`src/rtl/bnn_neuron_bank_seq.sv`:
```
// Time-multiplexed bank of XNOR/popcount binary neurons sharing one streamed input vector.
// Each accepted beat adds the masked per-neuron match count; the last beat registers the results.
module bnn_neuron_bank_seq #(
  parameter int unsigned INPUT_SIZE      = 784,
  parameter int unsigned CHUNK           = 16,
  parameter int unsigned NUM_NEURONS     = 4,
  parameter int unsigned THRESHOLD_WIDTH = $clog2(INPUT_SIZE + 1),
  localparam int unsigned NCHUNK         = (INPUT_SIZE + CHUNK - 1) / CHUNK,
  localparam int unsigned IDX_W          = (NCHUNK > 1) ? $clog2(NCHUNK) : 1
) (
  input  logic                                   clk,
  input  logic                                   rst_n,
  input  logic                                   start,
  input  logic [NUM_NEURONS*THRESHOLD_WIDTH-1:0] threshold,
  input  logic [CHUNK-1:0]                       in_chunk,
  input  logic [NUM_NEURONS*CHUNK-1:0]           weight_chunk,
  input  logic                                   in_valid,
  output logic                                   in_ready,
  output logic [IDX_W-1:0]                       chunk_idx,
  output logic                                   busy,
  output logic                                   out_valid,
  input  logic                                   out_ready,
  output logic [NUM_NEURONS-1:0]                 out_bits,
  output logic [NUM_NEURONS*THRESHOLD_WIDTH-1:0] popcount
);

  localparam int unsigned LAST_BITS = INPUT_SIZE - (NCHUNK - 1) * CHUNK;
  localparam logic [CHUNK-1:0] LAST_MASK = {CHUNK{1'b1}} >> (CHUNK - LAST_BITS);

  typedef enum logic [1:0] {StIdle, StAccum, StDone} state_e;

  state_e state_q, state_d;

  logic [IDX_W-1:0]                       chunk_idx_q;
  logic [THRESHOLD_WIDTH-1:0]             acc_q   [NUM_NEURONS];
  logic [THRESHOLD_WIDTH-1:0]             thr_q   [NUM_NEURONS];
  logic [THRESHOLD_WIDTH-1:0]             acc_sum [NUM_NEURONS];
  logic [NUM_NEURONS-1:0]                 out_bits_q;
  logic [NUM_NEURONS*THRESHOLD_WIDTH-1:0] popcount_q;
  logic [CHUNK-1:0]                       mask;
  logic                                   last_chunk;
  logic                                   beat;

  assign last_chunk = (chunk_idx_q == IDX_W'(NCHUNK - 1));
  assign beat       = in_valid && in_ready;

  // Padding bits of the final chunk are masked so they never count as matches.
  always_comb begin
    mask = last_chunk ? LAST_MASK : {CHUNK{1'b1}};
    for (int n = 0; n < NUM_NEURONS; n++) begin
      acc_sum[n] = acc_q[n];
      for (int j = 0; j < CHUNK; j++) begin
        acc_sum[n] = acc_sum[n]
                   + THRESHOLD_WIDTH'(mask[j] & ~(in_chunk[j] ^ weight_chunk[n*CHUNK+j]));
      end
    end
  end

  always_ff @(posedge clk or negedge rst_n) begin
    if (!rst_n) begin
      state_q <= StIdle;
    end else begin
      state_q <= state_d;
    end
  end

  always_comb begin
    state_d = state_q;
    unique case (state_q)
      StIdle:  if (start) state_d = StAccum;
      StAccum: if (beat && last_chunk) state_d = StDone;
      StDone:  if (out_ready) state_d = StIdle;
      default: state_d = StIdle;
    endcase
  end

  always_ff @(posedge clk or negedge rst_n) begin
    if (!rst_n) begin
      chunk_idx_q <= '0;
      out_bits_q  <= '0;
      popcount_q  <= '0;
      for (int n = 0; n < NUM_NEURONS; n++) begin
        acc_q[n] <= '0;
        thr_q[n] <= '0;
      end
    end else begin
      case (state_q)
        StIdle: begin
          if (start) begin
            chunk_idx_q <= '0;
            for (int n = 0; n < NUM_NEURONS; n++) begin
              thr_q[n] <= threshold[n*THRESHOLD_WIDTH +: THRESHOLD_WIDTH];
              acc_q[n] <= '0;
            end
          end
        end
        StAccum: begin
          if (beat) begin
            for (int n = 0; n < NUM_NEURONS; n++) acc_q[n] <= acc_sum[n];
            if (last_chunk) begin
              chunk_idx_q <= '0;
              for (int n = 0; n < NUM_NEURONS; n++) begin
                popcount_q[n*THRESHOLD_WIDTH +: THRESHOLD_WIDTH] <= acc_sum[n];
                out_bits_q[n] <= (acc_sum[n] >= thr_q[n]);
              end
            end else begin
              chunk_idx_q <= chunk_idx_q + IDX_W'(1);
            end
          end
        end
        default: ;
      endcase
    end
  end

  assign in_ready  = (state_q == StAccum);
  assign out_valid = (state_q == StDone);
  assign busy      = (state_q != StIdle);
  assign chunk_idx = chunk_idx_q;
  assign out_bits  = out_bits_q;
  assign popcount  = popcount_q;

endmodule

```
`config.mk`:
```
export PLATFORM = sky130hd
export DESIGN_NAME = bnn_neuron_bank_seq
export DESIGN_NICKNAME = d
export VERILOG_FILES = /design/src/rtl/bnn_neuron_bank_seq.sv
export SDC_FILE = /design/constraint.sdc
export NUM_CORES = 1
export LEC_CHECK = 0
export ABC_AREA = 1
export CORE_MARGIN = 8
export CORE_UTILIZATION = 54
export DETAILED_ROUTE_END_ITERATION = 7
export HOLD_SLACK_MARGIN = 0.15
export PLACE_DENSITY_LB_ADDON = 0.05
export SYNTH_ARGS = -nofsm -noshare
export SYNTH_HDL_FRONTEND = slang
export SYNTH_SLANG_ARGS = --single-unit
```
`constraint.sdc`:
```
create_clock -name clk -period 6 [get_ports clk]
set_input_delay 0.6 -clock clk [delete_from_list [all_inputs] [get_ports clk]]
set_output_delay 0.6 -clock clk [all_outputs]
set_load 0.1 [all_outputs]
```
==> results <==
-- registers in the layout (all words and copies together), names as in the netlist --
register and cells:
acc_q 40, chunk_idx 6, out_bits 4, popcount 40, state_q 2, thr_q 40
-- cells in the mapped netlist --
library cell | instances | area [sq um]
inv_1 | 173 | 649
nand2b_1 | 1 | 6.26
dfrtp_1 | 132 | 3300
o21ai_0 | 66 | 330
ha_1 | 74 | 926
buf_4 | 4 | 30.0
clkbuf_1 | 7 | 26.3
nand3b_1 | 13 | 97.6
xnor2_1 | 37 | 324
nand2_4 | 1 | 11.3
xor2_1 | 40 | 350
and2_1 | 20 | 125
inv_2 | 3 | 11.3
nand4_1 | 12 | 75.1
nand2_2 | 2 | 12.5
nor2_4 | 1 | 11.3
clkinv_1 | 1 | 3.75
nor2_1 | 40 | 150
buf_6 | 4 | 45.0
fa_1 | 48 | 961
o21a_1 | 4 | 30.0
nand3_1 | 99 | 495
nand2_1 | 337 | 1260
or2_2 | 4 | 25.0
o31ai_1 | 1 | 7.51
a21oi_1 | 20 | 100
nor2_8 | 1 | 20.0
buf_2 | 11 | 55.1
-- logic make-up after synthesis --
logic type,count (synthesis),synth area share (%)
adder cells (fa/ha/maj),122,20.0
buffers and inverters,203,8.69
flip-flops,132,35.0
AO/OA/AOI/OAI,91,4.95
XOR/XNOR,77,7.14
AND/OR/NAND/NOR,531,24.3
-- power breakdown --
group	leakage, nW	switching [mW]	internal [mW]
sequential	1.74	0.149	1.15
combinational	4.16	3.44	2.36
clock	0.303	0.417	0.719
-- layer usage --
metal	GRT usage [%]	vias up	routed length (microns)
met1	30.1	3814	11100
li1	-	3995	-
met2	42.1	212	13200
met3	4.68	39	1450
met5	0	-	15
met4	8.62	2	533
-- final cells by class --
cell class	instances	share of cell area (%)
Sequential cell	132	27.2
Inverter	177	5.47
Clock inverter	11	1.44
Clock buffer	20	3.76
Timing Repair Buffer	201	16.0
Multi-Input combinational cell	821	43.8
Antenna cell	1	0.0206
Tap cell	225	2.32
-- worst paths after layout --
check	startpoint	endpoint	cells after the start
worst max register to register	acc_q[20]$_DFFE_PN0P_	out_bits[1]$_DFFE_PN0P_	19
min in group clk	popcount[32]$_DFFE_PN0P_	popcount[32]$_DFFE_PN0P_	2
worst min register to register	popcount[32]$_DFFE_PN0P_	popcount[32]$_DFFE_PN0P_	2
worst max-delay path	in_chunk[0]	out_bits[1]$_DFFE_PN0P_	21
max in group asynchronous	rst_n	state_q[1]$_DFFE_PN0P_	2
worst min-delay path	rst_n	popcount[16]$_DFFE_PN0P_	1
-- per-stage QoR --
step	std cells	TNS (ns)	util (%)	setup WS [ns]
after detailed placement	1556	-0.0696	67.1	-0.0390
after global routing	1588	0	70.8	0.0725
after CTS	1587	0	70.8	0.374
after floorplan	1156	0	-	0.930
final	1588	0	70.8	0.393
after global placement	1556	0	67.1	0.0603
==> reports/metrics.cfg <==
[die]
io_pins=178
start_util_pct=55.0
die_h_microns=148
die_w_microns=148
die_area_sq_mm=0.0220
rows=48
core_sq_mm=0.0172

[routing]
drc=0
drtIter0Drc=401
routedWlPerCell_microns=16.6
postRouteAntennaNets=0
vias=8062
drt-total-wl_microns=26300
dr.pass1.iters=7
avgViaCountPerCell=5.08

[worst_setup_path]
cp-start-kind=primary input
cp.required_ns=6.36
crit_path_end_kind=flip-flop
cp.arrival_ns=5.97
crit_path_max_incr_delay_ns=0.62
r2r_slack_ns=0.91
cp_num_buf_inv=2
crit_chain=clkdlybuf4s50_1 > xnor2_1 > fa_1 > inv_1 > fa_1 > fa_1 > fa_1 > fa_1 > fa_1 > o21ai_0 > nand3_1 > nand2_1 > nand2_1 > and2_1 > ha_1 > nand2_1 > nor2_1 > nand3_1 > nand3_1 > nand2_1 > nand2_1
crit_slowest_cell=clkdlybuf4s50_1
cp_max_fo=4
critPathKind=primary input to flip-flop
cpMostUsedCell=fa_1
critical_path.top_delay_family=adder cells

[clock_network]
postCtsHoldBufs=0
h-tree-depth=4
clk_path_buf_depth=2
cts-root-buf=clkbuf_16
cts.sinks=132
clkLatencyLatePin_ns=0.42
cts_tree=yes
cts_buffers=17
clk_pin_slew_ns=0.06
post-cts-setup-buffers=0
cts_resized=0

[logic_synthesis]
syn_area_per_cell_sq_um=8.17
yosysSeqAreaShare_pct=35.0
netlist_area_sq_mm=0.00945
ys_warn_count=0
synth_cell_type_count=28
synth-seq-cells=132
syn_inst=1156
synth_nets=1403

[sta]
relSlewSlack_pct=31.1
hold_violations=0
rsz0062_at_grt=no
finClkSkew_ns=0.00611
period_share_pct=93.5
tightest_slew_ns=1.03
period_needed_ns=5.61
setup_viol=0
slew_violations=0
whs_ns=0.320
fmax_mhz=178

[cells_and_area]
register_area_sq_mm=0.00330
fill_cells=1414
finalNetCount=1597
drive_gt1_share_pct=4.99
final_common_cell=nand2_1
multiInputGateArea_sq_mm=0.00532
area_growth_pct=28.7
stdcell_area_sq_mm=0.0122
final_cell_mix=337 x nand2_1, 176 x clkdlybuf4s50_1, 172 x inv_1

[power_and_ir_drop]
powerDensity_mw_per_mm2=677
p_leak_nw=6.20
ir_drop_uv=415
power_mw=8.23

[place]
hpwl_microns=20200
gp_congestion=0.946
port_buffers=177
post_dp_cell_area_sq_mm=0.0115

[global_route]
antenna_found_initial=2
grt_usage_pct=24.5
grt_pass1_vias=8291
grt_max_degree=77
grt.overflow.total=0
grt_first_pass_wirelength_microns=42300

[job]
cap_violations=0

[hold_path]
min_path_type=primary input to asynchronous set/reset pin

[run_status]
status=complete, no violations

Power figures use the tool's default switching activity.
